<file path="src/rtl/bits_decider_if.sv">
// Correlation-in / framed-bits-out bundle for bits_decider.
// The design drives the slave side; the upstream/test side drives the master side.
interface bits_decider_if #(
    parameter int LENGTH    = 64,
    parameter int SYM_WIDTH = 8,
    parameter int MAX_BITS  = 1023
);
    localparam int CORR_WIDTH = $clog2(LENGTH + 1);
    localparam int CNT_WIDTH  = $clog2(MAX_BITS + 1);

    logic [4*CORR_WIDTH-1:0] corr_dat;
    logic                    corr_vld;
    logic                    arm;
    logic [CORR_WIDTH-1:0]   cfg_threshold;
    logic [SYM_WIDTH-1:0]    cfg_peak_window;
    logic [SYM_WIDTH-1:0]    cfg_symbol_len;
    logic [CORR_WIDTH-1:0]   cfg_margin;
    logic [CNT_WIDTH-1:0]    cfg_max_bits;
    logic [SYM_WIDTH-1:0]    cfg_timeout;
    logic                    out_bit;
    logic                    out_vld;
    logic                    frame_start;
    logic                    frame_done;
    logic                    frame_err;
    logic [CNT_WIDTH-1:0]    bit_count;
    logic                    busy;

    modport master (
        output corr_dat, corr_vld, arm, cfg_threshold, cfg_peak_window,
               cfg_symbol_len, cfg_margin, cfg_max_bits, cfg_timeout,
        input  out_bit, out_vld, frame_start, frame_done, frame_err,
               bit_count, busy
    );

    modport slave (
        input  corr_dat, corr_vld, arm, cfg_threshold, cfg_peak_window,
               cfg_symbol_len, cfg_margin, cfg_max_bits, cfg_timeout,
        output out_bit, out_vld, frame_start, frame_done, frame_err,
               bit_count, busy
    );
endinterface

</file>
<file path="src/rtl/bits_decider.sv">
// Preamble peak lock and per-symbol bit slicer downstream of the bits correlator.
// Emits registered bits with frame start/done/error strobes.
module bits_decider #(
    parameter int LENGTH    = 64,
    parameter int SYM_WIDTH = 8,
    parameter int MAX_BITS  = 1023
) (
    input logic          clk,
    input logic          rst,
    bits_decider_if.slave bus
);
    localparam int CORR_WIDTH = $clog2(LENGTH + 1);
    localparam int CNT_WIDTH  = $clog2(MAX_BITS + 1);
    localparam int TMR_WIDTH  = SYM_WIDTH + 8;

    typedef enum logic [1:0] {S_IDLE, S_SEARCH, S_PEAK, S_DATA} state_t;

    state_t                r_state, w_state_nx;
    logic [CORR_WIDTH-1:0] r_peak, w_peak_nx;
    logic [SYM_WIDTH-1:0]  r_age, w_age_nx;
    logic [SYM_WIDTH-1:0]  r_sym, w_sym_nx;
    logic [TMR_WIDTH-1:0]  r_timer, w_timer_nx;
    logic [CNT_WIDTH-1:0]  r_bit_count, w_bit_count_nx;

    logic                  r_out_bit, w_out_bit_nx;
    logic                  r_out_vld, w_out_vld_nx;
    logic                  r_frame_start, w_frame_start_nx;
    logic                  r_frame_done, w_frame_done_nx;
    logic                  r_frame_err, w_frame_err_nx;
    logic                  w_cap;

    logic [CORR_WIDTH-1:0] r_thr;
    logic [SYM_WIDTH-1:0]  r_pw;
    logic [SYM_WIDTH-1:0]  r_sl;
    logic [CORR_WIDTH-1:0] r_margin;
    logic [CNT_WIDTH-1:0]  r_maxb;
    logic [SYM_WIDTH-1:0]  r_tmo;

    logic [CORR_WIDTH-1:0] w_matches;
    logic [CORR_WIDTH-1:0] w_mism;
    logic [CORR_WIDTH:0]   w_diff;
    logic                  w_weak;
    logic [SYM_WIDTH-1:0]  w_sl_m1;
    logic [SYM_WIDTH-1:0]  w_lock_age;
    logic [TMR_WIDTH-1:0]  w_timer_inc;
    logic [CNT_WIDTH-1:0]  w_cnt_inc;
    logic                  w_unused;

    assign w_matches = bus.corr_dat[CORR_WIDTH +: CORR_WIDTH];
    assign w_mism    = bus.corr_dat[2*CORR_WIDTH +: CORR_WIDTH];
    assign w_unused  = ^{bus.corr_dat[CORR_WIDTH-1:0], bus.corr_dat[3*CORR_WIDTH +: CORR_WIDTH]};

    assign w_diff      = (w_matches >= w_mism) ? ({1'b0, w_matches} - {1'b0, w_mism})
                                               : ({1'b0, w_mism} - {1'b0, w_matches});
    assign w_weak      = w_diff < {1'b0, r_margin};
    assign w_sl_m1     = r_sl - SYM_WIDTH'(1);
    assign w_lock_age  = (r_pw < w_sl_m1) ? r_pw : w_sl_m1;
    assign w_timer_inc = r_timer + TMR_WIDTH'(1);
    assign w_cnt_inc   = r_bit_count + CNT_WIDTH'(1);

    always_comb begin
        w_state_nx       = r_state;
        w_peak_nx        = r_peak;
        w_age_nx         = r_age;
        w_sym_nx         = r_sym;
        w_timer_nx       = r_timer;
        w_bit_count_nx   = r_bit_count;
        w_out_bit_nx     = 1'b0;
        w_out_vld_nx     = 1'b0;
        w_frame_start_nx = 1'b0;
        w_frame_done_nx  = 1'b0;
        w_frame_err_nx   = 1'b0;
        w_cap            = 1'b0;

        case (r_state)
            S_IDLE: begin
                // frame_done is high on the first IDLE cycle; an arm there is dropped
                if (bus.arm && !r_frame_done) begin
                    w_state_nx     = S_SEARCH;
                    w_bit_count_nx = '0;
                    w_timer_nx     = '0;
                    w_cap          = 1'b1;
                end
            end
            S_SEARCH: begin
                if (bus.corr_vld) begin
                    if (w_matches >= r_thr) begin
                        w_state_nx = S_PEAK;
                        w_peak_nx  = w_matches;
                        w_age_nx   = '0;
                    end else begin
                        w_timer_nx = w_timer_inc;
                        if (r_tmo != '0 && w_timer_inc == {r_tmo, 8'h00}) begin
                            w_frame_done_nx = 1'b1;
                            w_frame_err_nx  = 1'b1;
                            w_state_nx      = S_IDLE;
                        end
                    end
                end
            end
            S_PEAK: begin
                if (bus.corr_vld) begin
                    if (w_matches > r_peak) begin
                        w_peak_nx = w_matches;
                        w_age_nx  = '0;
                    end else begin
                        w_age_nx = r_age + SYM_WIDTH'(1);
                    end
                    // Preloading the symbol counter with the age aligns decisions to the peak sample
                    if (w_age_nx == w_lock_age) begin
                        w_frame_start_nx = 1'b1;
                        w_state_nx       = S_DATA;
                        w_sym_nx         = w_age_nx;
                    end
                end
            end
            S_DATA: begin
                if (bus.corr_vld) begin
                    if (r_sym == w_sl_m1) begin
                        w_sym_nx = '0;
                        if (w_weak) begin
                            w_frame_done_nx = 1'b1;
                            w_frame_err_nx  = (r_bit_count == '0);
                            w_state_nx      = S_IDLE;
                        end else begin
                            w_out_vld_nx   = 1'b1;
                            w_out_bit_nx   = (w_matches > w_mism);
                            w_bit_count_nx = w_cnt_inc;
                            if (w_cnt_inc == r_maxb) begin
                                w_frame_done_nx = 1'b1;
                                w_state_nx      = S_IDLE;
                            end
                        end
                    end else begin
                        w_sym_nx = r_sym + SYM_WIDTH'(1);
                    end
                end
            end
            default: w_state_nx = S_IDLE;
        endcase
    end

    always_ff @(posedge clk) begin
        if (rst) begin
            r_state       <= S_IDLE;
            r_peak        <= '0;
            r_age         <= '0;
            r_sym         <= '0;
            r_timer       <= '0;
            r_bit_count   <= '0;
            r_out_bit     <= 1'b0;
            r_out_vld     <= 1'b0;
            r_frame_start <= 1'b0;
            r_frame_done  <= 1'b0;
            r_frame_err   <= 1'b0;
            r_thr         <= '0;
            r_pw          <= '0;
            r_sl          <= '0;
            r_margin      <= '0;
            r_maxb        <= '0;
            r_tmo         <= '0;
        end else begin
            r_state       <= w_state_nx;
            r_peak        <= w_peak_nx;
            r_age         <= w_age_nx;
            r_sym         <= w_sym_nx;
            r_timer       <= w_timer_nx;
            r_bit_count   <= w_bit_count_nx;
            r_out_bit     <= w_out_bit_nx;
            r_out_vld     <= w_out_vld_nx;
            r_frame_start <= w_frame_start_nx;
            r_frame_done  <= w_frame_done_nx;
            r_frame_err   <= w_frame_err_nx;
            if (w_cap) begin
                r_thr    <= bus.cfg_threshold;
                r_pw     <= bus.cfg_peak_window;
                r_sl     <= bus.cfg_symbol_len;
                r_margin <= bus.cfg_margin;
                r_maxb   <= (bus.cfg_max_bits == '0) ? CNT_WIDTH'(MAX_BITS) : bus.cfg_max_bits;
                r_tmo    <= bus.cfg_timeout;
            end
        end
    end

    assign bus.out_bit     = r_out_bit;
    assign bus.out_vld     = r_out_vld;
    assign bus.frame_start = r_frame_start;
    assign bus.frame_done  = r_frame_done;
    assign bus.frame_err   = r_frame_err;
    assign bus.bit_count   = r_bit_count;
    assign bus.busy        = (r_state != S_IDLE);
endmodule
</file>
<file path="src/flat_wrapper.sv">
// flat-port wrapper written by rule: the top's interface ports become plain ports
module bits_decider_flat 
#(
    parameter int LENGTH    = 64,
    parameter int SYM_WIDTH = 8,
    parameter int MAX_BITS  = 1023
)
  (clk, rst, bus_corr_dat, bus_corr_vld, bus_arm, bus_cfg_threshold, bus_cfg_peak_window, bus_cfg_symbol_len, bus_cfg_margin, bus_cfg_max_bits, bus_cfg_timeout, bus_out_bit, bus_out_vld, bus_frame_start, bus_frame_done, bus_frame_err, bus_bit_count, bus_busy);
  bits_decider_if #(.LENGTH(LENGTH), .SYM_WIDTH(SYM_WIDTH), .MAX_BITS(MAX_BITS)) bus_i ();
  input logic clk;
  input logic rst;
  input wire logic [$bits(bus_i.corr_dat)-1:0] bus_corr_dat;
  input wire logic [$bits(bus_i.corr_vld)-1:0] bus_corr_vld;
  input wire logic [$bits(bus_i.arm)-1:0] bus_arm;
  input wire logic [$bits(bus_i.cfg_threshold)-1:0] bus_cfg_threshold;
  input wire logic [$bits(bus_i.cfg_peak_window)-1:0] bus_cfg_peak_window;
  input wire logic [$bits(bus_i.cfg_symbol_len)-1:0] bus_cfg_symbol_len;
  input wire logic [$bits(bus_i.cfg_margin)-1:0] bus_cfg_margin;
  input wire logic [$bits(bus_i.cfg_max_bits)-1:0] bus_cfg_max_bits;
  input wire logic [$bits(bus_i.cfg_timeout)-1:0] bus_cfg_timeout;
  output wire logic [$bits(bus_i.out_bit)-1:0] bus_out_bit;
  output wire logic [$bits(bus_i.out_vld)-1:0] bus_out_vld;
  output wire logic [$bits(bus_i.frame_start)-1:0] bus_frame_start;
  output wire logic [$bits(bus_i.frame_done)-1:0] bus_frame_done;
  output wire logic [$bits(bus_i.frame_err)-1:0] bus_frame_err;
  output wire logic [$bits(bus_i.bit_count)-1:0] bus_bit_count;
  output wire logic [$bits(bus_i.busy)-1:0] bus_busy;
  assign bus_i.corr_dat = bus_corr_dat;
  assign bus_i.corr_vld = bus_corr_vld;
  assign bus_i.arm = bus_arm;
  assign bus_i.cfg_threshold = bus_cfg_threshold;
  assign bus_i.cfg_peak_window = bus_cfg_peak_window;
  assign bus_i.cfg_symbol_len = bus_cfg_symbol_len;
  assign bus_i.cfg_margin = bus_cfg_margin;
  assign bus_i.cfg_max_bits = bus_cfg_max_bits;
  assign bus_i.cfg_timeout = bus_cfg_timeout;
  assign bus_out_bit = bus_i.out_bit;
  assign bus_out_vld = bus_i.out_vld;
  assign bus_frame_start = bus_i.frame_start;
  assign bus_frame_done = bus_i.frame_done;
  assign bus_frame_err = bus_i.frame_err;
  assign bus_bit_count = bus_i.bit_count;
  assign bus_busy = bus_i.busy;
  bits_decider #(.LENGTH(LENGTH), .SYM_WIDTH(SYM_WIDTH), .MAX_BITS(MAX_BITS)) u_core (.clk(clk), .rst(rst), .bus(bus_i));
endmodule
</file>
<file path="config.mk">
export PLATFORM = sky130hd
export DESIGN_NAME = bits_decider_flat
export DESIGN_NICKNAME = d
export VERILOG_FILES = /design/src/rtl/bits_decider_if.sv /design/src/rtl/bits_decider.sv /design/src/flat_wrapper.sv
export SDC_FILE = /design/constraint.sdc
export NUM_CORES = 1
export LEC_CHECK = 0
export CELL_PAD_IN_SITES_DETAIL_PLACEMENT = 1
export CELL_PAD_IN_SITES_GLOBAL_PLACEMENT = 1
export CORE_MARGIN = 5
export CORE_UTILIZATION = 51
export DETAILED_ROUTE_END_ITERATION = 16
export DONT_BUFFER_PORTS = 1
export GPL_TIMING_DRIVEN = 0
export PLACE_DENSITY_LB_ADDON = 0.08
export SETUP_SLACK_MARGIN = 0.15
export SLEW_MARGIN = 10
export SYNTH_ARGS = -nofsm -noshare
export SYNTH_HDL_FRONTEND = slang
export SYNTH_SLANG_ARGS = --single-unit
</file>
<file path="constraint.sdc">
create_clock -name clk -period 13.2 [get_ports clk]
set_clock_uncertainty 0.2 [all_clocks]
set_input_delay 2.64 -clock clk [delete_from_list [all_inputs] [get_ports clk]]
set_output_delay 2.64 -clock clk [all_outputs]
set_load 0.02 [all_outputs]
</file>
==> impl_results.md <==
- CTS resizes: 0
- CTS tree: done
- Multiplexer area fraction after synthesis: between 3 and 4%
- Aggregate negative setup slack: 0 ns
- H-tree levels: 3
- Area Growth Syn to Fin: 7.88%
- # clock sinks: ~100
- Number of nets in the layout: 992
- Clock slew at reported path FFs: approximately 0.080 ns
- I/O pin count: between 90 and 100
- Share of cells above drive strength 1: approximately 4.8%
- Die Ht: 125 um
- Tcrit/Tclk final: 52.4%
- Status: completed
- Startpoint class of the critical path: input pin
- Global route total overflow: 0
- R2R Setup Slk: 8.41 ns
- XOR/XNOR Fraction of Synth Area: between 10% and 20%
- Routed WL per cell: ~19 um
- Sequential area share after synthesis: 30.9%
- Reg2reg start: u_core.r_sl[0]
- CP Max Fanout: 10
- Post-CTS setup buffer count: 0
- Final wirelength: between 15,000 and 20,000 um
- Placer Congestion: around 0.86
- Total track usage: between 20 and 30%
- Die width: about 130 um
- Synth async-reset ratio: 0%
- EDFF count, synth: 0
- Core Rows: between 40 and 50
- MaxCap Viol Count: 0
- Avg Cell Area, Syn: between 7 and 8 sq um
- Most used flip-flop cell after synthesis: dfxtp_1
- Capture point of the worst reg-to-reg path: u_core.r_sym[0]
- HP Class: register to register
- Num CTS Buffers: 9
- Vias: about 6,100
- Worst-Margin Slew: 1.02 ns
- Crit Path Class: input pin to register
- Fin. max-slew vios: 0
- Gate count after technology mapping: 851
- Vias in the first global route: 6,389
- Largest cells by area after synthesis: dfxtp_1, ha_1, nand2_1
- DRC viols: 0
- Hold Vio Cnt, Final: 0
- Placement Setup Slack: roughly 6.0 ns
- Compound-Gate Fraction of Synth Area: about 16%
- CTS Hold Buffers Added: 0
- Mapped Nets: around 980
- Nature of the critical path endpoint: register
- Area leader, netlist: dfxtp_1
- DP Area: ~7000 sq um
- Via/cell ratio: ~5.8
- Root buf cell: clkbuf_16
- Worst reg2reg path depth: 14
- RSZ-0062 raised after global routing: false
- Leakage: 2.86 nW
- 1st-iter DRT viols: about 330
- Global-route wire length before repair: ~32,000 um
- Adder-Cell Fraction of Synth Area: around a tenth
- Non-Filler Cell Area, Final: 7280 sq um
- Remaining antenna violation count after routing: 0
- Final min period: 6.91 ns
- Most frequent cells in the layout: nand2_1, dfxtp_1, a21oi_1, nor2_1, inv_1
- Slew HR: 30.1%
- Worst Hold Launch: u_core.r_thr[3]
- DR pass1 iterations: 4
- Core area: around 13,000 sq um
- Synth top area share: 30.9%
- Synth unique cells: between 60 and 70
- Worst vdd ir: 0.0646 mV
- Synthesized flop and latch total: about 100
- Tot Pwr: a little over 0.8 mW
- WHS Endpoint: u_core.r_thr[3]
- Netlist Area Pre-Place: between 6000 and 7000 sq um
- Worst-Skew Late Latency: about 0.36 ns
- Commonest non-fill, non-tap cell in the layout: nand2_1
- Worst Path Required: approximately 13 ns
- Die area: roughly 16,000 sq um
- Final worst slack: between 6 and 7 ns
- Arrival @ worst endpoint: around 7.0 ns
- Simple-gate share of the synthesized area: 23.9%
- Ant diodes: 0
- Initial Util: between 50% and 60%
- IO buf count: 0
- Initial antenna violation count: 0
- Yosys synthesis warning count: 0
- Largest net degree at the start of global routing: 19
- Max Fclk: around 140 MHz
- Main combinational cell family by area after synthesis: simple AND/OR/NAND/NOR gates
- Hold-critical path depth: 2
- CTS Buffer Depth: 2
- PwrDens: 112 nW/um^2
- HPWL after detailed placement: between 15,000 and 20,000 um
- # setup viols final: 0
[worst max-delay path by stage]
stage | startpoint | endpoint | slack [ns] | cells after the start
6_report | bus_corr_dat[7] | u_core.bus.frame_err | 6.29 | 20
5_1_grt | bus_corr_dat[7] | u_core.r_state[0] | 5.90 | 22
4_1_cts | bus_corr_dat[7] | u_core.bus.frame_err | 6.32 | 20
3_5_place_dp | bus_corr_dat[7] | u_core.bus.frame_err | 5.97 | 20
3_3_place_gp | bus_corr_dat[7] | u_core.bus.frame_err | 6.09 | 19
2_1_floorplan | bus_corr_dat[7] | u_core.bus.bit_count[3] | 6.78 | 22
[cells by family after synthesis]
family | Yosys count
buf+inv | 84
compound gates | 182
xor+xnor | 69
simple gates | 337
flops | 104
mux | 25
fa+ha+maj | 50
[metal layers]
layer  share of wire, %  track usage (%)  up-vias
li1                   -                -     2969
met1                 44             31.7     2978
met2                 50             44.3       99
met3                4.0             4.14       27
met4                2.0             7.21        0
met5                  0                0        -
[cell type report]
type	instances	area, sq um
Buffer	35	203
Clock buffer	9	225
Clock inverter	7	78.8
Fill cell	1664	5810
Inverter	49	184
Multi-Input combinational cell	663	4290
Sequential cell	104	2080
Tap cell	176	220
[synth_stat cells, drive strengths merged, types with 2 or more instances]
master and instances:
nand2 123, dfxtp 104, a21oi 88, nor2 81
inv 49, ha 48, o21ai 44, xnor2 43
clkbuf 33, mux2i 23, nand3 23, nor3 23
xor2 21, nand4 10, a21o 9, and3 9
nor4 9, or3 8, and2 7, nand2b 7
nand3b 7, or4 7, a22o 6, nor2b 6
nor3b 6, a211oi 5, a31oi 5, and4 5
o31ai 4, or2 4, o21a 3, xnor3 3
a2111oi 2, buf 2, fa 2, mux2 2
o2111ai 2, o21bai 2, o31a 2, o41ai 2
xor3 2
[stage by stage]
stage	cells	util [%]	hold slack, ns
floorplan	851	-	0.234
global placement	1027	53.2	0.243
detailed placement	1027	53.2	0.253
CTS	1043	55.6	0.263
global route	1043	55.6	0.277
finish	1043	55.6	0.260
[critical path, stage by stage]
cell and delay (ns):
inv_1 0.11, ha_1 0.19, inv_1 0.06, fa_1 0.38, a21o_1 0.21, a211oi_1 0.23, o21ai_0 0.17, clkbuf_1 0.31
nand3_1 0.16, o21ai_0 0.17, o21ai_0 0.23, nand2_1 0.07, nand2_1 0.09, xor2_1 0.18, ha_1 0.29, a21oi_1 0.16
a31oi_1 0.11, a2111oi_0 0.88, nand3_1 0.14, a21oi_1 0.21
[power breakdown]
part / leakage, nW / total (mW) / internal (mW) / switching, mW
clock: 0.144 / 0.282 / 0.149 / 0.133
combinational: 1.87 / 0.194 / 0.0786 / 0.115
sequential: 0.846 / 0.339 / 0.327 / 0.0121
[state kept, by name, summed over array words and instances, names as in the netlist, named ones only]
name and count:
u_core.bus.bit_count 10, u_core.bus.frame_done 1, u_core.bus.frame_err 1, u_core.bus.frame_start 1, u_core.bus.out_bit 1, u_core.bus.out_vld 1
u_core.r_age 8, u_core.r_margin 7, u_core.r_maxb 10, u_core.r_peak 7, u_core.r_pw 8, u_core.r_sl 8
u_core.r_state 1, u_core.r_sym 8, u_core.r_thr 7, u_core.r_timer 16, u_core.r_tmo 8
Note: power is estimated with default switching activity, not from simulation.
